File: src/rtl/alu_share_arbiter.sv
// Round-robin sharing of one combinational ALU between two requesters.
// Requests are accepted in IDLE, the ALU is driven from registers for one
// EXEC cycle, and the result is held in the owner's response slot until the
// owner takes it.

// One response slot: captures the ALU outputs and holds them until taken.
module alu_share_resp_slot #(
    parameter int WIDTH = 32
) (
    input  logic             clk,
    input  logic             rst,
    input  logic             capture,
    input  logic [WIDTH-1:0] res_in,
    input  logic             zero_in,
    input  logic             ovf_in,
    input  logic             ready,
    output logic             valid,
    output logic [WIDTH-1:0] res,
    output logic             zero,
    output logic             ovf,
    output logic             done
);

    assign done = valid & ready;

    // Capture the result on EXEC and hold it until the handshake. The payload
    // is left in place after release and only changes on the next capture.
    always_ff @(posedge clk) begin
        if (rst) begin
            valid <= 1'b0;
            res   <= '0;
            zero  <= 1'b0;
            ovf   <= 1'b0;
        end else if (capture) begin
            valid <= 1'b1;
            res   <= res_in;
            zero  <= zero_in;
            ovf   <= ovf_in;
        end else if (done) begin
            valid <= 1'b0;
        end
    end

endmodule

module alu_share_arbiter #(
    parameter int WIDTH = 32,
    parameter int CNT_W = 16
) (
    input  logic             clk,
    input  logic             rst,
    input  logic             req0_valid,
    output logic             req0_ready,
    input  logic [2:0]       req0_op,
    input  logic [WIDTH-1:0] req0_a,
    input  logic [WIDTH-1:0] req0_b,
    input  logic             req1_valid,
    output logic             req1_ready,
    input  logic [2:0]       req1_op,
    input  logic [WIDTH-1:0] req1_a,
    input  logic [WIDTH-1:0] req1_b,
    output logic             resp0_valid,
    input  logic             resp0_ready,
    output logic [WIDTH-1:0] resp0_res,
    output logic             resp0_zero,
    output logic             resp0_ovf,
    output logic             resp1_valid,
    input  logic             resp1_ready,
    output logic [WIDTH-1:0] resp1_res,
    output logic             resp1_zero,
    output logic             resp1_ovf,
    output logic [2:0]       alu_op,
    output logic [WIDTH-1:0] alu_a,
    output logic [WIDTH-1:0] alu_b,
    input  logic [WIDTH-1:0] alu_res,
    input  logic             alu_zero,
    input  logic             alu_ovf,
    output logic             busy,
    output logic [CNT_W-1:0] op_count
);

    localparam int NUM_REQ = 2;

    typedef enum logic [1:0] {
        S_IDLE = 2'd0,
        S_EXEC = 2'd1,
        S_RESP = 2'd2
    } state_t;

    state_t state, state_nxt;

    logic                             last_grant;
    logic                             owner;
    logic [NUM_REQ-1:0]               req_valid;
    logic [NUM_REQ-1:0][2:0]          req_op;
    logic [NUM_REQ-1:0][WIDTH-1:0]    req_a;
    logic [NUM_REQ-1:0][WIDTH-1:0]    req_b;
    logic [NUM_REQ-1:0]               grant;
    logic [NUM_REQ-1:0]               req_ready;
    logic                             accept;
    logic                             sel;
    logic [NUM_REQ-1:0]               slot_ready;
    logic [NUM_REQ-1:0]               slot_valid;
    logic [NUM_REQ-1:0][WIDTH-1:0]    slot_res;
    logic [NUM_REQ-1:0]               slot_zero;
    logic [NUM_REQ-1:0]               slot_ovf;
    logic [NUM_REQ-1:0]               slot_done;
    logic                             resp_done;

    assign req_valid = {req1_valid, req0_valid};
    assign req_op    = {req1_op, req0_op};
    assign req_a     = {req1_a, req0_a};
    assign req_b     = {req1_b, req0_b};
    assign slot_ready = {resp1_ready, resp0_ready};

    // Round-robin grant: a lone requester wins; on a tie the one that was not
    // served last wins. last_grant resets to 1 so requester 0 takes the first tie.
    always_comb begin
        grant = '0;
        if (req_valid[0] && (!req_valid[1] || last_grant)) begin
            grant[0] = 1'b1;
        end else if (req_valid[1]) begin
            grant[1] = 1'b1;
        end
    end

    assign req_ready  = (state == S_IDLE) ? grant : '0;
    assign req0_ready = req_ready[0];
    assign req1_ready = req_ready[1];
    assign accept     = |req_ready;
    assign sel        = req_ready[1];
    assign resp_done  = (state == S_RESP) && slot_done[owner];
    assign busy       = (state != S_IDLE);

    // FSM state register.
    always_ff @(posedge clk) begin
        if (rst) begin
            state <= S_IDLE;
        end else begin
            state <= state_nxt;
        end
    end

    // Next-state: accept in IDLE, one EXEC cycle, wait for the owner's take in RESP.
    always_comb begin
        state_nxt = state;
        case (state)
            S_IDLE:  if (accept)    state_nxt = S_EXEC;
            S_EXEC:                 state_nxt = S_RESP;
            S_RESP:  if (resp_done) state_nxt = S_IDLE;
            default:                state_nxt = S_IDLE;
        endcase
    end

    // ALU drive registers and ownership; only written on the request handshake,
    // so the ALU inputs hold steady outside EXEC and ignore later input changes.
    always_ff @(posedge clk) begin
        if (rst) begin
            alu_op     <= '0;
            alu_a      <= '0;
            alu_b      <= '0;
            owner      <= 1'b0;
            last_grant <= 1'b1;
        end else if (accept) begin
            alu_op     <= req_op[sel];
            alu_a      <= req_a[sel];
            alu_b      <= req_b[sel];
            owner      <= sel;
            last_grant <= sel;
        end
    end

    // Completed-operation counter, advanced on the response handshake; wraps.
    always_ff @(posedge clk) begin
        if (rst) begin
            op_count <= '0;
        end else if (resp_done) begin
            op_count <= op_count + 1'b1;
        end
    end

    for (genvar g = 0; g < NUM_REQ; g++) begin : g_slot
        alu_share_resp_slot #(.WIDTH(WIDTH)) u_slot (
            .clk     (clk),
            .rst     (rst),
            .capture ((state == S_EXEC) && (owner == 1'(g))),
            .res_in  (alu_res),
            .zero_in (alu_zero),
            .ovf_in  (alu_ovf),
            .ready   (slot_ready[g]),
            .valid   (slot_valid[g]),
            .res     (slot_res[g]),
            .zero    (slot_zero[g]),
            .ovf     (slot_ovf[g]),
            .done    (slot_done[g])
        );
    end

    assign resp0_valid = slot_valid[0];
    assign resp0_res   = slot_res[0];
    assign resp0_zero  = slot_zero[0];
    assign resp0_ovf   = slot_ovf[0];
    assign resp1_valid = slot_valid[1];
    assign resp1_res   = slot_res[1];
    assign resp1_zero  = slot_zero[1];
    assign resp1_ovf   = slot_ovf[1];

endmodule
File: config.mk
export PLATFORM = sky130hd
export DESIGN_NAME = alu_share_arbiter
export DESIGN_NICKNAME = d
export VERILOG_FILES = /design/src/rtl/alu_share_arbiter.sv
export SDC_FILE = /design/constraint.sdc
export NUM_CORES = 1
export LEC_CHECK = 0
export CAP_MARGIN = 0
export CORE_UTILIZATION = 39
export DETAILED_ROUTE_END_ITERATION = 6
export GPL_TIMING_DRIVEN = 1
export PLACE_DENSITY = 0.76
export SYNTH_ARGS = -nofsm -noshare
export SYNTH_HDL_FRONTEND = slang
export SYNTH_HIERARCHICAL = 1
export SYNTH_SLANG_ARGS = --single-unit
File: constraint.sdc
create_clock -name clk -period 2.05 [get_ports clk]
set_input_delay 0.205 -clock clk [delete_from_list [all_inputs] [get_ports clk]]
set_output_delay 0.205 -clock clk [all_outputs]
set_load 0.05 [all_outputs]
# Yosys cells after proc, flatten, opt, wreduce, memory -nomap -nowiden
# Cells that the tools add are included.
# totals
regBits,157
inputBits,174
output_inout_bits,156
wordCells,56
# classes
n_addsub,1
order_cmp,2
n_eq_ne,4
muxes,19
n_bitwise,3
n_reduce_logical,12
# op_table
cell,count
32-bit 2-to-1 mux,4
"16-bit by 1-bit adder with 16-bit output, second input constant",1
1-bit 2-to-1 mux,9
2-bit 2-to-1 mux,3
3-bit 2-to-1 mux,2
2-bit case mux with 3 select lines,1
2-bit nonzero test,3
1-bit logical AND,4
"1-bit by 2-bit < comparator with 1-bit output, second input constant",2
"2-bit != test, second input constant",2
1-bit AND,2
"2-bit by 1-bit == test with 1-bit output, second input constant",1
"2-bit == test, second input constant",1
2-bit zero test,1
2-bit AND reduction,1
2-bit OR reduction,1
1-bit zero test,1
1-bit logical OR,1
1-bit NOT,1

# Depth between registers and ports, before layout
# Gate-level depths: netlist (run 1).
# logic_depth
ltp_word,8
mapped_depth,6
depth_no_buf,5

# Cells and area by module
# The synthesis (run 1) kept the hierarchy.
# modules_own_cells
mod,n_inst,cells_per_inst,area_each_um2,seq_area_each_um2
alu_share_arbiter,1,406,3525.9,1741.7
alu_share_resp_slot,2,115,1281.2,700.7

# Least setup slack after synthesis (run 1)
# OpenSTA, ideal clock, no wires.
# synth_timing
path_kind,register -> register
startpoint,register op_count[0]
endpoint,register op_count[12]
arrival_ns,2.029
t_required_ns,1.980
setup_slack_ns,-0.049
stages_incl_launch_ff,6
n_path_buf,0
synth_period_minus_slack_ns,2.099
path_cell_list,dfxtp_1 > ha_1 > nand3_1 > or3_4 > or4_1 > a21oi_1
# synth_via
elab_chain_len,1
# synth_lines
item,line_no,source
start: declaration,79,output logic [CNT_W-1:0] op_count
start signal: assignment,178,op_count <= op_count + 1'b1;
16-bit by 1-bit adder with 16-bit output,178,
# Every way passes these cells.
# A chain may end at the register's enable or synchronous reset.

# Worst setup path in the final report (run 1)
# layout_timing
startpoint,register state[1]
endpoint,output port req1_ready
# layout_via
elab_chain_len,2
# layout_lines
item,line_no,source
start: declaration,90,"state_t state, state_nxt;"
start signal: assignment,140,state <= state_nxt;
2-bit zero test,127,assign req_ready = (state == S_IDLE) ? grant : '0;
2-bit 2-to-1 mux,127,
end: declaration,58,"output logic req1_ready,"
# Every way passes these cells.

==> parameters.txt, run 1 <==
Parameter                              Value

Detailed routing
  Final antenna-violating net count    0
  Starting DRT DRC Count    277
  Via/cell ratio    4.997
  Drt pass-1 iters    5
  Via Count    5792
  DRC    0
  Total wire length after detailed routing    18570 um
  Post-detailed-route wirelength per cell    16.02 um

GRT
  Overall global routing resource usage    22.98%
  Maximum number of pins on one net before global-route repair    just under 70
  Vias in the first global route    5517
  Wire length of the first global-routing pass    28870 um
  Number of antenna violations at the first check in global routing    1
  Remaining global-route overflow    0

Placement
  Number of buffer cells added on primary ports    about 330
  Routability Congestion    approximately 0.79
  Dpl cell area    0.009629 mm^2
  Number of cells after detailed placement    1126
  Post-place setup slack    -0.03175 ns
  Hpwl dp    between 10000 and 15000 um

Synth
  Proportion of synthesized area in mux cells    11.34%
  Synthesis-stage register bit count    157
  Post-synthesis xor/xnor area fraction    1.439%
  Post-synthesis instance total    636
  Commonest cells in the synthesized netlist    sky130_fd_sc_hd__dfxtp_1 (157), sky130_fd_sc_hd__nor2_1 (84), sky130_fd_sc_hd__a21oi_1 (75)
  Portion of synthesized cell area occupied by the leading cell type    51.62%
  Part of the Yosys area used for sequential elements    approximately half
  Library cell occupying the most area in the post-synthesis netlist    sky130_fd_sc_hd__dfxtp_1
  Number of flops mapped to enable cells by yosys    0
  Synth async-reset ratio    0%
  Synthesis warning total    6
  Leading cell type by number of instances after synthesis    sky130_fd_sc_hd__dfxtp_1
  Biggest area contributors in the synthesized netlist    sky130_fd_sc_hd__dfxtp_1 (52%), sky130_fd_sc_hd__mux2i_1 (11%), sky130_fd_sc_hd__a22oi_1 (8.3%)
  Adder-Cell Fraction of Synth Area    0.2055%
  Dominant combinational cell family by area after synthesis    compound AO/OA/AOI/OAI gates
  Post-Syn Area    0.006088 mm^2
  Synth Area in Compound Gates    roughly 16%
  Simple-Gate Fraction of Synth Area    13.63%
  Number of nets produced by synthesis    811
  Netlist cell types    42
  Mapped Avg Cell Area    9.573 um^2
  Commonest register cell after synthesis    sky130_fd_sc_hd__dfxtp_1

Timing
  Total setup violations reported at the end of the flow    0
  Final sum of negative setup slack    0 ns
  Final hold viol count    0
  Worst Hold Slack    0.2703 ns
  Setup repair after global routing missed its margin    no
  Headroom to the max-slew limit    60.33%
  Number of pins exceeding their max-slew limit in the final report    0
  Min Clock Period, post-route    1.939 ns
  Worst clock skew    0.01050 ns
  Highest Clock Rate    515.8 MHz
  Setup slack of the critical path after layout    0.1111 ns
  Tightest Pin Transition    0.5932 ns
  Part of the cycle the worst path needs    94.58%

Cells and area
  Non-filler cells, final    around 1200
  Share of layout cells above drive strength 1    7.320%
  Final core utilization    67.23%
  Filler Cell Count    1238
  Post-route design area    0.01022 mm^2
  Final Net Count    ~1100
  Area added between synthesis and finish    67.88%

Floorplanning
  Number of core rows    45
  Placeable Area    around 0.015 mm^2
  Die W    126.9 um
  Die Height    126.9 um
  Full die area    0.01612 mm^2
  Effective utilization at floorplan    40.05%
  Number of ports placed on the die boundary    between 300 and 400

CTS
  Number of sinks handled by clock tree synthesis    157
  Number of buffers inserted during clock tree synthesis    17
  Clock latency on the worst-skew pair    0.42 ns
  Clock tree root driver cell    sky130_fd_sc_hd__clkbuf_16
  Max Root-Sink Buffers    2
  CTS tree    yes
  CTS HTree Levels    4
  Clock-pin slew reported for the worst setup and hold paths after clock tree synthesis    ~0.060 ns
  # Post-CTS Setup Buffers    0

Setup path
  Top delay family on crit path    simple AND/OR/NAND/NOR gates
  Critical path, cell by cell    or3b_4 > a21oi_4 > buf_12 > buf_12
  CP endpoint kind    primary output
  Worst-path cell with the longest stage delay    sky130_fd_sc_hd__or3b_4
  Largest stage delay on the critical path    0.44 ns
  Data required time at the worst endpoint    1.85 ns
  Critical path type    flip-flop to primary output
  CP most frequent cell    sky130_fd_sc_hd__buf_12
  Startpoint class of the critical path    flip-flop
  Crit path arrival time    1.73 ns
  Crit-path max FO    22
  CP bufs+invs    2

Power and ir drop
  Total design power    8.739 mW
  Gate power share    26.2%
  Peak supply drop    0.4745 mV
  Sequential share of power    between 30% and 40%
  Pwr per Cell Area    855.0 mW/mm^2
  Leakage power of the design    3.634 nW
  Switching power of the nets    about 2.8 mW
  Clock network power share    around a third
  Internal power component    ~6 mW
  Proportion of total power due to net switching    around 32%

Worst hold path
  Hold WC Path Type    primary input to flip-flop

Job
  Max-capacitance violation count    0

Outcome
  Status    completed
-- registers in the layout (all words and copies together), names as in the netlist --
signal and flops:
g_slot.u_slot/ovf 2, last_grant 1, owner 1, state 2, alu_op 3, g_slot.u_slot/zero 2, g_slot.u_slot/valid 2, op_count 16
alu_b 32, alu_a 32, g_slot.u_slot/res 64
-- routing by layer --
layer	GRT usage, %	wire length (um)
met1	25.77	7491
met2	37.27	8694
met3	10.04	1748
met4	11.34	633
met5	0	0
-- power groups by stage --
stage / clock network, mW / logic [mW] / registers, mW
6_report: 3.08 / 2.29 / 3.37
3_5_place_dp: 0 / 2.29 / 3.44
5_1_grt: 3.29 / 2.42 / 3.40
2_1_floorplan: 0 / 0.643 / 4.13
3_3_place_gp: 0 / 2.28 / 3.43
4_1_cts: 3.14 / 2.30 / 3.37
-- path summary, 6_finish.rpt --
path,endpoint,start,cells after the start,slack [ns]
max,req1_ready,state[1],4,0.11
min,g_slot[0].u_slot/res[30],rst,2,0.27
max reg2reg,op_count[12],owner,4,0.27
min reg2reg,alu_b[31],alu_b[31],2,0.45
-- timing repair --
item / CTS / global route
setup endpoints to repair: 1 / 2
resized for setup: 1 / 2
hold buffers: 0 / 0
cloned: 0 / 0
-- cell usage in the layout (no fill, tap or decap), drive strengths merged, types with 9 or more instances in the layout --
master,netlist,final
mux2i,69,69
clkdlybuf4s50,0,325
clkbuf,25,17
nand2,69,69
a21oi,77,77
xnor2,9,9
inv,7,12
nor2,84,84
dfxtp,157,157
buf,23,25
a22oi,67,67
-- cell families after synthesis --
kind of cell    after synthesis
xor+xnor                     10
flops                       157
compound gates              154
simple gates                190
fa+ha+maj                     1
buf+inv                      55
mux                          69
-- final cells by class --
type	count	area (um^2)	area share, %
clock inverters	15	157.7	1.542
multi-input cells	424	2636	25.79
inverters	7	26.28	0.2571
clock buffers	17	425.4	4.162
diodes	1	2.502	0.02448
repair buffers	350	3591	35.13
flip-flops and latches	157	3147	30.79
well taps	188	235.2	2.301
Note: power is estimated with default switching activity, not from simulation.
==> inputs of run 2 (changes only) <==
--- a/config.mk
+++ b/config.mk
@@ -6,10 +6,12 @@
 export NUM_CORES = 1
 export LEC_CHECK = 0
 export CAP_MARGIN = 0
-export CORE_UTILIZATION = 39
+export CELL_PAD_IN_SITES_DETAIL_PLACEMENT = 0
+export CELL_PAD_IN_SITES_GLOBAL_PLACEMENT = 2
+export CORE_UTILIZATION = 22
 export DETAILED_ROUTE_END_ITERATION = 6
 export GPL_TIMING_DRIVEN = 1
-export PLACE_DENSITY = 0.76
+export PLACE_DENSITY = 0.77
 export SYNTH_ARGS = -nofsm -noshare
 export SYNTH_HDL_FRONTEND = slang
 export SYNTH_HIERARCHICAL = 1
==> parameters.txt, run 2 (synthesized netlist as in run 1, its figures left out) <==
Parameter                              Value

Power and ir drop
  Gate power share    26.2% (about the same)
  Switching power of the nets    3.005 mW (+7.0%)
  Pwr per Cell Area    856.1 mW/mm^2 (+0.13%)
  Internal power component    5.997 mW (+1.1%)
  Proportion of total power due to net switching    33.38% (+1.3 points)
  Sequential share of power    37.5% (-1.1 points)
  Peak supply drop    0.4012 mV (-15%)
  Leakage power of the design    3.689 nW (+1.5%)
  Clock network power share    36.3% (+1.1 points)

GRT
  Remaining global-route overflow    0 (unchanged)
  Number of antenna violations at the first check in global routing    0 (-1)
  Vias in the first global route    5766 (+4.5%)
  Wire length of the first global-routing pass    33000 um (+14%)
  Maximum number of pins on one net before global-route repair    56 (-19%)
  Overall global routing resource usage    15.12% (-7.9 points)

CTS
  Clock-pin slew reported for the worst setup and hold paths after clock tree synthesis    0.07 ns (about the same)
  Number of sinks handled by clock tree synthesis    157 (unchanged)
  Number of buffers inserted during clock tree synthesis    17 (unchanged)
  Max Root-Sink Buffers    2 (unchanged)
  Clock latency on the worst-skew pair    0.42 ns (about the same)
  CTS tree    yes
  CTS HTree Levels    4 (unchanged)
  Clock tree root driver cell    sky130_fd_sc_hd__clkbuf_16

Detailed routing
  Final antenna-violating net count    0 (unchanged)
  Post-detailed-route wirelength per cell    16.25 um (+1.4%)
  Via Count    5736 (-0.97%)
  Drt pass-1 iters    4 (-1)
  Via/cell ratio    4.362 (-13%)
  DRC    0 (unchanged)
  Starting DRT DRC Count    232 (-16%)
  Total wire length after detailed routing    21370 um (+15%)

Timing
  Setup repair after global routing missed its margin    no
  Worst clock skew    0.009956 ns (-0.0005423 ns)
  Tightest Pin Transition    0.6344 ns (+0.04119 ns)
  Total setup violations reported at the end of the flow    0 (unchanged)
  Final hold viol count    0 (unchanged)
  Number of pins exceeding their max-slew limit in the final report    0 (unchanged)
  Worst Hold Slack    0.2862 ns (+0.01586 ns)
  Highest Clock Rate    507.9 MHz (-1.5%)
  Headroom to the max-slew limit    57.71% (-2.6 points)
  Part of the cycle the worst path needs    96.04% (+1.5 points)
  Min Clock Period, post-route    1.969 ns (+0.02996 ns)
  Final sum of negative setup slack    0 ns (unchanged)

Setup path
  Crit path arrival time    1.76 ns (+0.03 ns)
  CP endpoint kind    primary output
  Critical path type    flip-flop to primary output
  Reg-to-Reg End    op_count[12]
  Origin of the worst setup path    op_count[10]
  Critical path, cell by cell    clkdlybuf4s50_1
  Worst-path cell with the longest stage delay    sky130_fd_sc_hd__clkdlybuf4s50_1
  Crit-path max FO    6 (-73%)
  CP bufs+invs    1 (-1)
  Setup crit end    op_count[10]
  Setup slack of the worst register-to-register path    0.27 ns (about the same)
  Largest stage delay on the critical path    0.87 ns (+0.43 ns)
  Worst r2r path cells    5 (+1)
  Startpoint class of the critical path    flip-flop
  Top delay family on crit path    buffers and inverters
  Number of stages on the worst setup path    1 (-3)
  Source of the worst register-to-register timing path    op_count[0]
  Data required time at the worst endpoint    1.85 ns (about the same)

Cells and area
  Area added between synthesis and finish    72.71%
  Non-filler cells, final    1315 (+13%)
  Register name with the most flops    g_slot.u_slot/res
  Top library cells by usage in the layout, fill and taps aside    sky130_fd_sc_hd__clkdlybuf4s50_1 (324), sky130_fd_sc_hd__dfxtp_1 (154), sky130_fd_sc_hd__nor2_1 (82)
  Total inserted antenna cells    0 (-1)
  Final Net Count    1136 (+0.35%)
  Final core utilization    38.91% (-28 points)
  Max FFs per register    64 (unchanged)
  Most common cell after layout, fill and taps aside    sky130_fd_sc_hd__clkdlybuf4s50_1
  Share of layout cells above drive strength 1    7.700% (+0.38 points)
  Largest registers    g_slot.u_slot/res: 64 flops, alu_a: 32 flops, alu_b: 32 flops

Worst hold path
  Min-delay src    rst
  Hold WC Path Type    primary input to flip-flop

Floorplanning
  Number of ports placed on the die boundary    330 (unchanged)
  Full die area    0.02834 mm^2 (+76%)
  Number of core rows    60 (+33%)
  Die W    168.4 um (+33%)
  Die Height    168.4 um (+33%)
  Placeable Area    0.02703 mm^2 (+78%)
  Effective utilization at floorplan    22.53% (-18 points)

Placement
  Hpwl dp    14670 um (+10%)
  Routability Congestion    0.7174 (-8.9%)
  Number of buffer cells added on primary ports    329 (unchanged)
  Number of cells after detailed placement    1279 (+14%)

Job
  Max-capacitance violation count    0 (unchanged)

Outcome
  Status    completed
[run 2: cell types whose count changed in the layout (fill, tap and decap cells not counted)]
cell / delta
sky130_fd_sc_hd__clkinv_8: +1
sky130_fd_sc_hd__clkdlybuf4s50_1: -1
sky130_fd_sc_hd__buf_12: +1
sky130_fd_sc_hd__or3b_4: -1
sky130_fd_sc_hd__bufbuf_16: +2
sky130_fd_sc_hd__or3b_1: +1
sky130_fd_sc_hd__inv_8: +3
sky130_fd_sc_hd__buf_4: +2
sky130_fd_sc_hd__clkinvlp_4: +1
sky130_fd_sc_hd__clkinv_4: -4
sky130_fd_sc_hd__clkinv_2: -1
sky130_fd_sc_hd__diode_2: -1
[run 2: power by group through the flow]
stage          clock network, mW  logic (mW)  registers (mW)
5_1_grt                     3.54        2.50            3.41
4_1_cts                     3.41        2.39            3.38
3_5_place_dp                   0        2.33            3.45
2_1_floorplan                  0       0.643            4.13
6_report                    3.26        2.36            3.38
3_3_place_gp                   0        2.33            3.44
[run 2: final cells by class]
class | count | area, um^2
Clock buffer | 17 | 425.4
Sequential cell | 157 | 3147
Timing Repair Buffer | 354 | 3681
Fill cell | 2727 | 16510
Clock inverter | 15 | 175.2
Tap cell | 341 | 426.7
Inverter | 7 | 26.28
Multi-Input combinational cell | 424 | 2634
[run 2: worst min path at each step]
stage / slack [ns] / depth (start not counted) / end
global route: 0.30 / 2 / op_count[8]
detailed placement: 0.45 / 2 / alu_a[30]
floorplan: 0.35 / 2 / g_slot[0].u_slot/ovf
finish: 0.29 / 2 / g_slot[0].u_slot/res[10]
global placement: 0.44 / 2 / alu_b[27]
CTS: 0.28 / 2 / g_slot[0].u_slot/zero
[run 2: layer usage]
metal  GRT usage (%)  share of wire [%]  wire length, um  vias to the layer above
met2           26.05                 48            10350                      221
met3           5.383                8.1             1730                       13
li1                -                  -                -                     2879
met5               0              0.023                5                        -
met1           17.63                 43             9084                     2621
met4           4.150               0.93              198                        2
[run 2: timing repair]
| item | in CTS | in global routing |
|---|---|---|
| hold buffers | 0 | 0 |
| buffers inserted | 2 | 0 |
| gates resized for setup | 2 | 0 |
| endpoints found under the setup margin | 2 | 0 |
[run 2: per-stage QoR]
step	instance area [um^2]	power [mW]	worst slack, ns
after floorplan	6091	4.773	0.04449
after global placement	9831	5.772	-0.09702
after detailed placement	9831	5.779	-0.07384
after CTS	10520	9.182	0.05749
after global routing	10520	9.449	0.01435
final	10520	9.002	0.08115
